==> src/rtl/hbridge_pkg.sv <==
// Shared types and direction codes for the dual H-bridge driver.
// Used by hbridge_channel and hbridge_driver.
package hbridge_pkg;

  typedef enum logic [1:0] {
    ST_OFF   = 2'b00,
    ST_RUN   = 2'b01,
    ST_BRAKE = 2'b10,
    ST_DEAD  = 2'b11
  } ch_state_e;

  localparam logic [1:0] DIR_COAST = 2'b00;
  localparam logic [1:0] DIR_A     = 2'b01;
  localparam logic [1:0] DIR_B     = 2'b10;
  localparam logic [1:0] DIR_BRAKE = 2'b11;

  function automatic logic is_drive(input logic [1:0] code);
    return (code == DIR_A) || (code == DIR_B);
  endfunction

endpackage

==> src/rtl/hbridge_channel.sv <==
// One motor channel: state machine, dead-time counter, duty register and ramp.
// HBRIDGE_RAMP_EN selects the soft-start ramp; otherwise duty is fixed at DUTY_MAX.
module hbridge_channel
  import hbridge_pkg::*;
#(
  parameter int PWM_W       = 8,
  parameter int DUTY_MIN    = 64,
  parameter int DUTY_MAX    = 200,
  parameter int RAMP_STEP   = 8,
  parameter int DEAD_CYCLES = 1000
) (
  input  logic             clk,
  input  logic             rst_n,
  input  logic [1:0]       cmd,
  input  logic             en,
  input  logic [PWM_W-1:0] pwm_cnt,
  output logic [1:0]       br_in,
  output logic             br_en,
  output logic             dead
);

  localparam int DW = (DEAD_CYCLES > 1) ? $clog2(DEAD_CYCLES) : 1;
  localparam logic [DW-1:0]    DEAD_LOAD = DW'(DEAD_CYCLES - 1);
  localparam logic [DW-1:0]    DEAD_ZERO = {DW{1'b0}};
  localparam logic [PWM_W-1:0] DUTY_TOP  = PWM_W'(DUTY_MAX);

  // Empty on purpose: only an illegal parameter set elaborates this scope.
  if ((DUTY_MIN > DUTY_MAX) || (DUTY_MAX >= (1 << PWM_W)) || (RAMP_STEP < 0) ||
      (DEAD_CYCLES < 1)) begin : g_cfg_illegal
  end

  ch_state_e        state_r, state_nxt_s;
  logic [1:0]       last_dir_r, last_dir_nxt_s;
  logic [DW-1:0]    dead_cnt_r, dead_cnt_nxt_s;
  logic [PWM_W-1:0] duty_r, duty_nxt_s;
  logic             run_entry_s;

  // Next-state, direction memory and dead-time countdown.
  always_comb begin
    state_nxt_s    = state_r;
    last_dir_nxt_s = last_dir_r;
    dead_cnt_nxt_s = dead_cnt_r;
    case (state_r)
      ST_OFF: begin
        if (en && is_drive(cmd)) begin
          if ((last_dir_r == DIR_COAST) || (last_dir_r == cmd)) begin
            state_nxt_s    = ST_RUN;
            last_dir_nxt_s = cmd;
          end else begin
            state_nxt_s    = ST_DEAD;
            dead_cnt_nxt_s = DEAD_LOAD;
          end
        end else if (en && (cmd == DIR_BRAKE)) begin
          state_nxt_s = ST_BRAKE;
        end else begin
          state_nxt_s = ST_OFF;
        end
      end
      ST_RUN: begin
        if (!en || (cmd == DIR_COAST)) begin
          state_nxt_s = ST_OFF;
        end else if (cmd == DIR_BRAKE) begin
          state_nxt_s = ST_BRAKE;
        end else if (cmd != last_dir_r) begin
          state_nxt_s    = ST_DEAD;
          dead_cnt_nxt_s = DEAD_LOAD;
        end else begin
          state_nxt_s = ST_RUN;
        end
      end
      ST_BRAKE: begin
        if (!en || (cmd == DIR_COAST)) begin
          state_nxt_s = ST_OFF;
        end else if (is_drive(cmd)) begin
          state_nxt_s    = ST_RUN;
          last_dir_nxt_s = cmd;
        end else begin
          state_nxt_s = ST_BRAKE;
        end
      end
      ST_DEAD: begin
        // Dead time always runs to completion unless the channel is disabled.
        if (!en) begin
          state_nxt_s = ST_OFF;
        end else if (dead_cnt_r != DEAD_ZERO) begin
          dead_cnt_nxt_s = dead_cnt_r - {{(DW-1){1'b0}}, 1'b1};
        end else if (is_drive(cmd)) begin
          state_nxt_s    = ST_RUN;
          last_dir_nxt_s = cmd;
        end else if (cmd == DIR_BRAKE) begin
          state_nxt_s = ST_BRAKE;
        end else begin
          state_nxt_s = ST_OFF;
        end
      end
      default: begin
        state_nxt_s = ST_OFF;
      end
    endcase
  end

  assign run_entry_s = (state_nxt_s == ST_RUN) && (state_r != ST_RUN);

`ifdef HBRIDGE_RAMP_EN
  localparam logic [PWM_W:0] DUTY_CEIL = (PWM_W+1)'(DUTY_MAX);
  localparam logic [PWM_W:0] STEP_W    = (PWM_W+1)'(RAMP_STEP);
  logic [PWM_W:0] duty_sum_s;

  // Soft-start: restart at DUTY_MIN, then step once per PWM period up to the ceiling.
  always_comb begin
    duty_sum_s = {1'b0, duty_r} + STEP_W;
    if (run_entry_s) begin
      duty_nxt_s = PWM_W'(DUTY_MIN);
    end else if ((state_r == ST_RUN) && (pwm_cnt == {PWM_W{1'b1}})) begin
      duty_nxt_s = (duty_sum_s > DUTY_CEIL) ? DUTY_TOP : duty_sum_s[PWM_W-1:0];
    end else begin
      duty_nxt_s = duty_r;
    end
  end
`else
  // Fixed duty: full DUTY_MAX from the first period.
  always_comb begin
    if (run_entry_s) begin
      duty_nxt_s = DUTY_TOP;
    end else begin
      duty_nxt_s = duty_r;
    end
  end
`endif

  // State registers and registered bridge pins for the state being entered.
  always_ff @(posedge clk or negedge rst_n) begin
    if (!rst_n) begin
      state_r    <= ST_OFF;
      last_dir_r <= DIR_COAST;
      dead_cnt_r <= DEAD_ZERO;
      duty_r     <= {PWM_W{1'b0}};
      br_in      <= DIR_COAST;
      br_en      <= 1'b0;
      dead       <= 1'b0;
    end else begin
      state_r    <= state_nxt_s;
      last_dir_r <= last_dir_nxt_s;
      dead_cnt_r <= dead_cnt_nxt_s;
      duty_r     <= duty_nxt_s;
      case (state_nxt_s)
        ST_RUN: begin
          br_in <= last_dir_nxt_s;
          br_en <= (pwm_cnt < duty_nxt_s);
          dead  <= 1'b0;
        end
        ST_BRAKE: begin
          br_in <= DIR_BRAKE;
          br_en <= 1'b1;
          dead  <= 1'b0;
        end
        ST_DEAD: begin
          br_in <= DIR_COAST;
          br_en <= 1'b0;
          dead  <= 1'b1;
        end
        default: begin
          br_in <= DIR_COAST;
          br_en <= 1'b0;
          dead  <= 1'b0;
        end
      endcase
    end
  end

endmodule

==> src/rtl/hbridge_driver.sv <==
// Dual H-bridge driver top: input synchronizers, shared PWM counter, two channels.
// Define HBRIDGE_RAMP_EN to build the soft-start duty ramp.
module hbridge_driver
  import hbridge_pkg::*;
#(
  parameter int PWM_W       = 8,
  parameter int DUTY_MIN    = 64,
  parameter int DUTY_MAX    = 200,
  parameter int RAMP_STEP   = 8,
  parameter int DEAD_CYCLES = 1000
) (
  input  logic       clk,
  input  logic       rst_n,
  input  logic [3:0] motor_in,
  input  logic [1:0] motor_en,
  output logic [3:0] br_in,
  output logic [1:0] br_en,
  output logic [1:0] dead
);

  logic [3:0]       in_meta_r, in_sync_r;
  logic [1:0]       en_meta_r, en_sync_r;
  logic [PWM_W-1:0] pwm_cnt_r;

  // Two-flop synchronizers for the unclocked command inputs.
  always_ff @(posedge clk or negedge rst_n) begin
    if (!rst_n) begin
      in_meta_r <= 4'b0000;
      in_sync_r <= 4'b0000;
      en_meta_r <= 2'b00;
      en_sync_r <= 2'b00;
    end else begin
      in_meta_r <= motor_in;
      in_sync_r <= in_meta_r;
      en_meta_r <= motor_en;
      en_sync_r <= en_meta_r;
    end
  end

  // Free-running PWM counter shared by both channels; wraps naturally.
  always_ff @(posedge clk or negedge rst_n) begin
    if (!rst_n) begin
      pwm_cnt_r <= {PWM_W{1'b0}};
    end else begin
      pwm_cnt_r <= pwm_cnt_r + {{(PWM_W-1){1'b0}}, 1'b1};
    end
  end

  hbridge_channel #(
    .PWM_W(PWM_W), .DUTY_MIN(DUTY_MIN), .DUTY_MAX(DUTY_MAX),
    .RAMP_STEP(RAMP_STEP), .DEAD_CYCLES(DEAD_CYCLES)
  ) u_left (
    .clk(clk), .rst_n(rst_n), .cmd(in_sync_r[3:2]), .en(en_sync_r[1]),
    .pwm_cnt(pwm_cnt_r), .br_in(br_in[3:2]), .br_en(br_en[1]), .dead(dead[1])
  );

  hbridge_channel #(
    .PWM_W(PWM_W), .DUTY_MIN(DUTY_MIN), .DUTY_MAX(DUTY_MAX),
    .RAMP_STEP(RAMP_STEP), .DEAD_CYCLES(DEAD_CYCLES)
  ) u_right (
    .clk(clk), .rst_n(rst_n), .cmd(in_sync_r[1:0]), .en(en_sync_r[0]),
    .pwm_cnt(pwm_cnt_r), .br_in(br_in[1:0]), .br_en(br_en[0]), .dead(dead[0])
  );

endmodule

==> config.mk <==
export PLATFORM = sky130hd
export DESIGN_NAME = hbridge_driver
export DESIGN_NICKNAME = d
export VERILOG_FILES = /design/src/rtl/hbridge_pkg.sv /design/src/rtl/hbridge_channel.sv /design/src/rtl/hbridge_driver.sv
export SDC_FILE = /design/constraint.sdc
export NUM_CORES = 1
export LEC_CHECK = 0
export CELL_PAD_IN_SITES_DETAIL_PLACEMENT = 2
export CELL_PAD_IN_SITES_GLOBAL_PLACEMENT = 2
export CORE_MARGIN = 1.5
export CORE_UTILIZATION = 43
export CTS_CLUSTER_DIAMETER = 100
export DETAILED_ROUTE_END_ITERATION = 8
export GPL_ROUTABILITY_DRIVEN = 0
export GPL_TIMING_DRIVEN = 0
export PLACE_DENSITY_LB_ADDON = 0.1
export SLEW_MARGIN = 5
export SYNTH_ARGS = -nofsm -noshare
export SYNTH_HDL_FRONTEND = slang
export SYNTH_SLANG_ARGS = --single-unit
==> constraint.sdc <==
create_clock -name clk -period 6.1 [get_ports clk]
set_clock_uncertainty 0.1 [all_clocks]
set_input_delay 1.22 -clock clk [delete_from_list [all_inputs] [get_ports clk]]
set_output_delay 1.22 -clock clk [all_outputs]
set_load 0.05 [all_outputs]
==> results, run 1 <==
- The global-route wire length before repair is 20,300 um.
- The synthesized design contains slightly above 70 register bits.
- The number of distinct library cells after synthesis is 63.
- The final number of hold-violating endpoints is 0.
- Buffers inserted during clock tree synthesis total 9.
- The number of iterations in the first detailed-routing pass is 4.
- By area the synthesized netlist is led by sky130_fd_sc_hd__dfrtp_1 (44%), sky130_fd_sc_hd__ha_1 (9.5%), sky130_fd_sc_hd__inv_1 (2.8%), sky130_fd_sc_hd__a21oi_1 (2.3%), sky130_fd_sc_hd__o21ai_0 (2.3%).
- The reported leakage power is 2.01 nW.
- The number of I/O pins is 16.
- The antenna diode count is 0.
- The cell at the root of the clock tree is sky130_fd_sc_hd__clkbuf_8.
- The critical path's slowest cell is sky130_fd_sc_hd__a311oi_1.
- The share of the clock period used by the worst path is 0.778.
- The number of antenna violations at the first check in global routing was 0.
- The later pin in the worst-skew pair is clocked with a latency of between 300 and 400 ps.
- The number of warnings printed during yosys synthesis is 0.
- Setup repair after global routing left no endpoint under its margin.
- The x dimension of the die is 101 um.
- At the placement stage, the worst setup path has a slack of 1880 ps.
- STA classifies the critical path endpoint as a register.
- Along the worst hold path, the cell count comes to 0.
- The summed negative setup slack over all endpoints is 0 ps.
- The clock net sink count is 72.
- The count of nets left with antenna violations after detail routing is 0.
- The relative slew slack is 0.364.
- The overall track demand over capacity in global routing is 0.262.
- The total of hold buffers inserted after clock tree synthesis is 0.
- Clock-pin slew was measured on the worst setup and hold paths at ~80 ps.
- IR analysis of the VDD net gives a maximum drop of 0.000174 V.
- Among the stages of the critical path, the cell type that occurs most often is sky130_fd_sc_hd__ha_1.
- The area added between synthesis and finish is 13.7%.
- The total overflow left after global routing is 0.
- In this run the vertical extent of the chip is 101 um.
- The largest single stage delay on the critical path is 530 ps.
- The worst hold path class is reg -> reg.
- The worst path needs between 4000 and 5000 ps of the cycle, external delays included.
- Traced cell by cell, the critical path runs through inv_1 -> ha_1 -> clkbuf_1 -> inv_1 -> a211oi_1 -> a21oi_1 -> a311oi_1 -> ha_1 -> nand2_1 -> nand2_1 -> ha_1 -> a2111oi_0 -> a211oi_1 -> o41ai_1.
- The number of global-route vias before repair is about 3,800.
- The most numerous cell in the Yosys netlist is sky130_fd_sc_hd__dfrtp_1.
- In this run the worst setup path begins at in_sync_r[0].
- The number of nets in the layout is 479.
- The share of async-settable or async-resettable flops after synthesis is 1.00.
- The setup check on the worst reg-to-reg path leaves a slack of 1360 ps.
- The required time of the worst setup path is approximately 6200 ps.
- The number of cells upsized or downsized after cts is 0.
- The tool flagged a number of max-cap violations equal to 0.
- Data arrives at the worst endpoint at slightly below 5000 ps.
- Counting every net in the synthesized netlist gives 452.
- The maximum clock rate is 211 MHz.
- The initial cell density of the core is 0.444.
- Counting cells, the worst reg-to-reg path comes to 14.
- The share of synthesized area in the top cell type comes to 0.440.
- The summed instance area of the synthesized netlist is 4100 um^2.
- The run finished with clean final reports.
- The ratio of routed vias to standard cells is 5.87.
- The critical path class is reg -> reg.
- Power comes to 1.58 mW.
- The commonest cells after synthesis are sky130_fd_sc_hd__dfrtp_1 (72), sky130_fd_sc_hd__ha_1 (31), sky130_fd_sc_hd__inv_1 (31), sky130_fd_sc_hd__nand2_1 (23), sky130_fd_sc_hd__nor2_1 (20).
- The number of placement rows is 35.
- The mean instance size in the synthesized netlist is just under 10 um^2.
- The power per standard cell area is 339 nW/um^2.
- The beginning of the worst register-to-register path is in_sync_r[0].
- Of the cells placed in the final design, the portion with a size suffix greater than 1 is 0.0831.
- The number of remaining DRC errors is 0.
- TritonCTS built the clock tree.
- The worst hold path terminates at in_sync_r[1].
- The number of flops mapped to enable cells by yosys is 0.
- The startpoint of the most critical hold path is in_meta_r[1].
- The longest clock path from root to sink contains 2 buffers.
- Summing over every cut layer, the via total after detailed routing is 3,369.
- In the final routed layout, each cell accounts on average for 21.4 um.
- In this run, the number of DRC markers left after iteration 0 of detailed routing was between 100 and 150.
- The total wirelength of the detailed-routed design is 12,300 um.
- The critical register-to-register path endpoint is u_right.br_en.
- Synthesis produced between 400 and 500 cells.
- The overall die area is between 10,000 and 15,000 um^2.
- The top fanout value on the critical path is 10.
- The core region is 9240 um^2.
- The post-DP HPWL is 8010 um.
- STA classifies the critical path startpoint as a register.
- The number of setup buffers added after CTS is 0.
- The final max-slew violation count is 0.
- The predominant post-synthesis flop cell is sky130_fd_sc_hd__dfrtp_1.
- Setup violations remaining at the end of the flow were counted as 0.
- In the post-route analysis, the smallest setup slack over all paths is 1360 ps.
- The H-tree was split into 3 levels.
- The pin slew with the least headroom to its limit is 947 ps.
- The cell type contributing the most total cell area after synthesis is sky130_fd_sc_hd__dfrtp_1.
- For this run, the register share of the synthesized area comes to 0.440.
- During placement, the flow inserted port buffers numbering 15.
- Entering global routing, the biggest net connects 49 pins.
[sequential cells by signal, summed over array words and instances, names as in the netlist, 4 cells and up]
name	count
u_left.dead_cnt_r	10
u_right.dead_cnt_r	10
pwm_cnt_r	8
u_left.duty_r	8
u_right.duty_r	8
in_meta_r	4
in_sync_r	4
[report_power, final]
part | internal, mW | switching [mW]
registers | 0.535 | 0.0384
clock network | 0.235 | 0.211
logic | 0.195 | 0.367
total | 0.964 | 0.615
[cell type report]
cell class	count	area (um^2)
Timing Repair Buffer	16	175
Inverter	31	116
Tap cell	129	161
Fill cell	958	4580
Sequential cell	72	1800
Multi-Input combinational cell	291	2080
Clock inverter	7	101
Clock buffer	9	124
Buffer	19	96.3
[routing by layer]
| layer | vias to the layer above | global-route usage | share of wire |
|---|---|---|---|
| met4 | 0 | 0.0899 | 0.023 |
| met3 | 23 | 0.0319 | 0.016 |
| met1 | 1743 | 0.325 | 0.43 |
| met5 | - | 0 | 0 |
| met2 | 41 | 0.472 | 0.53 |
| li1 | 1562 | - | - |
[cells in the final DEF, fill, tap and decap left out, types with 5 or more instances in the layout]
cell type / instances
sky130_fd_sc_hd__nor3_1: 14
sky130_fd_sc_hd__a31oi_1: 5
sky130_fd_sc_hd__and2_1: 5
sky130_fd_sc_hd__dfrtp_1: 72
sky130_fd_sc_hd__or4_1: 5
sky130_fd_sc_hd__inv_1: 31
sky130_fd_sc_hd__nor2b_1: 7
sky130_fd_sc_hd__xor2_1: 6
sky130_fd_sc_hd__clkbuf_8: 9
sky130_fd_sc_hd__clkdlybuf4s50_1: 14
sky130_fd_sc_hd__o31ai_1: 5
sky130_fd_sc_hd__nand2_1: 23
sky130_fd_sc_hd__o21a_1: 6
sky130_fd_sc_hd__xnor2_1: 5
sky130_fd_sc_hd__o21ai_0: 19
sky130_fd_sc_hd__buf_4: 5
sky130_fd_sc_hd__mux2i_1: 7
sky130_fd_sc_hd__nand3_1: 15
sky130_fd_sc_hd__ha_1: 31
sky130_fd_sc_hd__nand2b_1: 13
sky130_fd_sc_hd__nor2_1: 20
sky130_fd_sc_hd__a21oi_1: 19
sky130_fd_sc_hd__and3_1: 7
sky130_fd_sc_hd__clkbuf_1: 12
[through the flow]
step	util	hold WS, ps	cells	instance area, um^2
after floorplan	-	231	413	4100
after global placement	0.477	233	557	4410
after detailed placement	0.480	238	558	4440
after CTS	0.504	263	574	4660
after global routing	0.504	274	574	4660
final	0.504	264	574	4660
[worst max path at each step]
stage / end / slack, ps
detailed placement: u_right.br_en / 1880
floorplan: u_right.br_en / 2630
global route: u_right.br_en / 1000
CTS: u_right.br_en / 1350
finish: u_right.br_en / 1360
global placement: u_left.duty_r[1] / 1220
[cells by family (layout without fill, tap and decap cells)]
family | count (synthesis) | count (layout) | share of synthesized area
flip-flops | 72 | 72 | 0.440
buffers and inverters | 50 | 82 | 0.0519
XOR/XNOR | 11 | 11 | 0.0235
adder cells (fa/ha/maj) | 31 | 31 | 0.0946
AO/OA/AOI/OAI | 101 | 101 | 0.178
multiplexers | 8 | 8 | 0.0198
AND/OR/NAND/NOR | 140 | 140 | 0.193
[critical path: cells and delay by family (launching register included)]
family | cells | cell delay [ps]
compound gates | 6 | 2050
flops | 1 | 520
buf+inv | 3 | 670
fa+ha+maj | 3 | 970
simple gates | 2 | 330
Note: power is estimated with default switching activity, not from simulation.
==> run 2: changes to the inputs <==
Settings changed: CORE_UTILIZATION 43 to 40.
Clock period 6.1 ns to 4.69 ns, I/O delays scaled along.
==> results, run 2 (synthesis results as in run 1) <==
- In this run the critical register-to-register path is launched from u_left.dead_cnt_r[6].
- The largest registers in the layout are u_left.dead_cnt_r x10, u_right.dead_cnt_r x10.
- Port buffering added 15 buffers.
- The multi-input combinational cells in the finished layout cover a total of 2090 um^2.
- The overflow left after global routing is 0.
- The timing startpoint of the critical path is u_left.dead_cnt_r[6].
- The global-route wire length before repair is 18,900 um.
- The count of nets left with antenna violations after detail routing is 0.
- The routed design could run at a clock period as short as 4190 ps.
- The fill cell total of the finished layout is 1,035.
- The commonest non-fill, non-tap cell in the layout is sky130_fd_sc_hd__dfrtp_1.
- Across all hold checks on the routed design, the worst slack comes to 256 ps.
- The top fanout value on the critical path is 7.
- The overall track demand over capacity in global routing is 0.219.
- TritonCTS built the clock tree.
- The detailed router's first-iteration violation count is 113.
- The fraction of final layout cells sized beyond drive strength 1 is 0.0854.
- The floorplan step defined a die boundary enclosing 10,900 um^2.
- The cell at the root of the clock tree is sky130_fd_sc_hd__clkbuf_8.
- The pin slew with the least headroom to its limit is 759 ps.
- The number of global-route vias before repair is 3,739.
- The path class of the tightest hold or removal check is reg -> reg.
- Measured along the y axis, the die boundary spans 104 um.
- The number of antenna violations at the first check in global routing is 0.
- After detailed routing, the average wire length per cell comes to 19.0 um.
- Walking the worst path, the cells encountered are nor3_1 -> a31oi_1 -> a2111oi_0 -> ha_1 -> nand2_1 -> nand2_1 -> ha_1 -> a2111oi_0 -> a211oi_1 -> o41ai_1.
- STA classifies the critical path startpoint as a register.
- The final max-slew violation count came to 0.
- The antenna diode count is 0.
- The worst setup timing slack at the placement stage is a little under 400 ps.
- The first TritonRoute pass finished after 4 iterations.
- The number of setup violations in the final report is 0.
- The sequential cell area in the final layout is 1800 um^2.
- The area added between synthesis and finish is 12.7%.
- The maximum ir drop on the vdd rail is 0.000208 V.
- The number of placement rows is 36.
- In the layout the commonest cells are sky130_fd_sc_hd__dfrtp_1 (72), sky130_fd_sc_hd__inv_1 (31), sky130_fd_sc_hd__ha_1 (31).
- The kind of capture point of the worst setup path is a register.
- The data arrival time of the critical path is approximately 4300 ps.
- The power per standard cell area is between 400 and 500 nW/um^2.
- On the critical path, the stage with the largest delay is an instance of sky130_fd_sc_hd__nor3_1.
- STA puts the critical path data required time at 4830 ps.
- The number of nets in the layout is 479.
- The vias after detailed routing is 3,292.
- Entering global routing, the biggest net connects 52 pins.
- For this run, the slowest stage of the critical path takes between 600 and 700 ps.
- For this run, design rule violations remaining after detail routing come to 0.
- The ratio of routed vias to standard cells is 5.70.
- The post-route worst setup slack is about 500 ps.
- The die is 104 um wide.
- The initial cell density of the core is 0.416.
- Once detailed placement completed, the half-perimeter wirelength came to 7920 um.
- The critical path class is reg -> reg.
- Setup repair after global routing left no endpoint under its margin.
- The startpoint of the most critical hold path is in_meta_r[1].
- In this run, post-CTS hold repair placed 0 buffers.
- Adding up every negative setup slack in the final design gives 0 ps.
- The count of H-tree levels built during CTS is 3.
- The run finished with clean final reports.
- The analysis attributes to cell leakage a power of approximately 2.0 nW.
- The later pin in the worst-skew pair is clocked with a latency of 360 ps.
- The total wirelength of the detailed-routed design is roughly 11,000 um.
- The share of the clock period used by the worst path is 0.894.
- The number of buffers added by the clock tree synthesis step is 9.
- The number of max-cap violations is 0.
- Pin placement for this block handled 16 I/O pins.
- Headroom to the max-slew limit came out at 0.490.
- Based on the critical path, the design can be clocked at up to 239 MHz.
- The final total power is 1.89 mW.
- The clock net sink count is 72.
- The largest buffer count on any clock path is 2.
- After clock tree synthesis, the clock-pin slew on the worst setup and hold paths is 80 ps.
- The kind of cell adding the most delay to the critical path is compound AO/OA/AOI/OAI gates.
- The final number of hold-violating endpoints came to 0.
- The number of buffer and inverter stages on the critical path is 0.
- In this run the standard cell core region covers between 9000 and 10,000 um^2.
## run 2: changes by cell type in the layout (fill, tap and decap cells not counted)
cell	before	now
sky130_fd_sc_hd__a311oi_1	1	0
sky130_fd_sc_hd__bufinv_16	2	0
sky130_fd_sc_hd__clkinv_4	0	1
sky130_fd_sc_hd__clkinv_2	0	3
sky130_fd_sc_hd__a311oi_2	0	1
sky130_fd_sc_hd__inv_6	3	1
## run 2: power by group
| group | internal, mW | leakage [nW] | switching (mW) | total [mW] |
|---|---|---|---|---|
| clock network | 0.192 | 0.0854 | 0.256 | 0.448 |
| logic | 0.251 | 1.07 | 0.451 | 0.702 |
| registers | 0.695 | 0.835 | 0.0495 | 0.745 |
| total | 1.14 | 1.99 | 0.756 | 1.89 |
## run 2: layout make-up
type,count,share of cell area
multi-input combinational,291,0.453
sequential,72,0.390
timing repair buffer,16,0.0379
tap,133,0.0360
clock buffer,9,0.0268
inverter,31,0.0252
buffer,19,0.0209
clock inverter,7,0.0103
## run 2: final timing paths
check | depth (start not counted) | slack (ps) | to
max in group asynchronous | 2 | 3570 | pwm_cnt_r[2]
min in group asynchronous | 1 | 360 | u_right.dead_cnt_r[4]
setup / recovery | 10 | 500 | u_left.br_en
setup reg to reg | 10 | 500 | u_left.br_en
hold reg to reg | 0 | 260 | in_sync_r[1]
hold / removal | 0 | 260 | in_sync_r[1]
## run 2: worst register-to-register path: stages (launching register included)
cell and delay [ps]:
sky130_fd_sc_hd__dfrtp_1 420, sky130_fd_sc_hd__nor3_1 630, sky130_fd_sc_hd__a31oi_1 400, sky130_fd_sc_hd__a2111oi_0 610, sky130_fd_sc_hd__ha_1 370, sky130_fd_sc_hd__nand2_1 150
sky130_fd_sc_hd__nand2_1 120, sky130_fd_sc_hd__ha_1 250, sky130_fd_sc_hd__a2111oi_0 490, sky130_fd_sc_hd__a211oi_1 170, sky130_fd_sc_hd__o41ai_1 390
## run 2: per-stage QoR
step                       util  area [um^2]  std cells
after global routing      0.468         4620        578
after detailed placement  0.450         4440        562
after floorplan               -         4100        413
after global placement    0.448         4420        561
after CTS                 0.468         4610        578
final                     0.468         4620        578
## run 2: metal layers
metal	vias up	wire length [um]	GRT usage
met3	11	168	0.0276
met1	1698	5130	0.275
li1	1565	-	-
met5	-	0	0
met2	18	5540	0.383
met4	0	128	0.0833
## run 2: what timing repair did
| action | 4_1_cts | 5_1_grt |
|---|---|---|
| endpoints found under the setup margin | 0 | 1 |
| setup buffers | 0 | 0 |
| resized for setup | 0 | 1 |
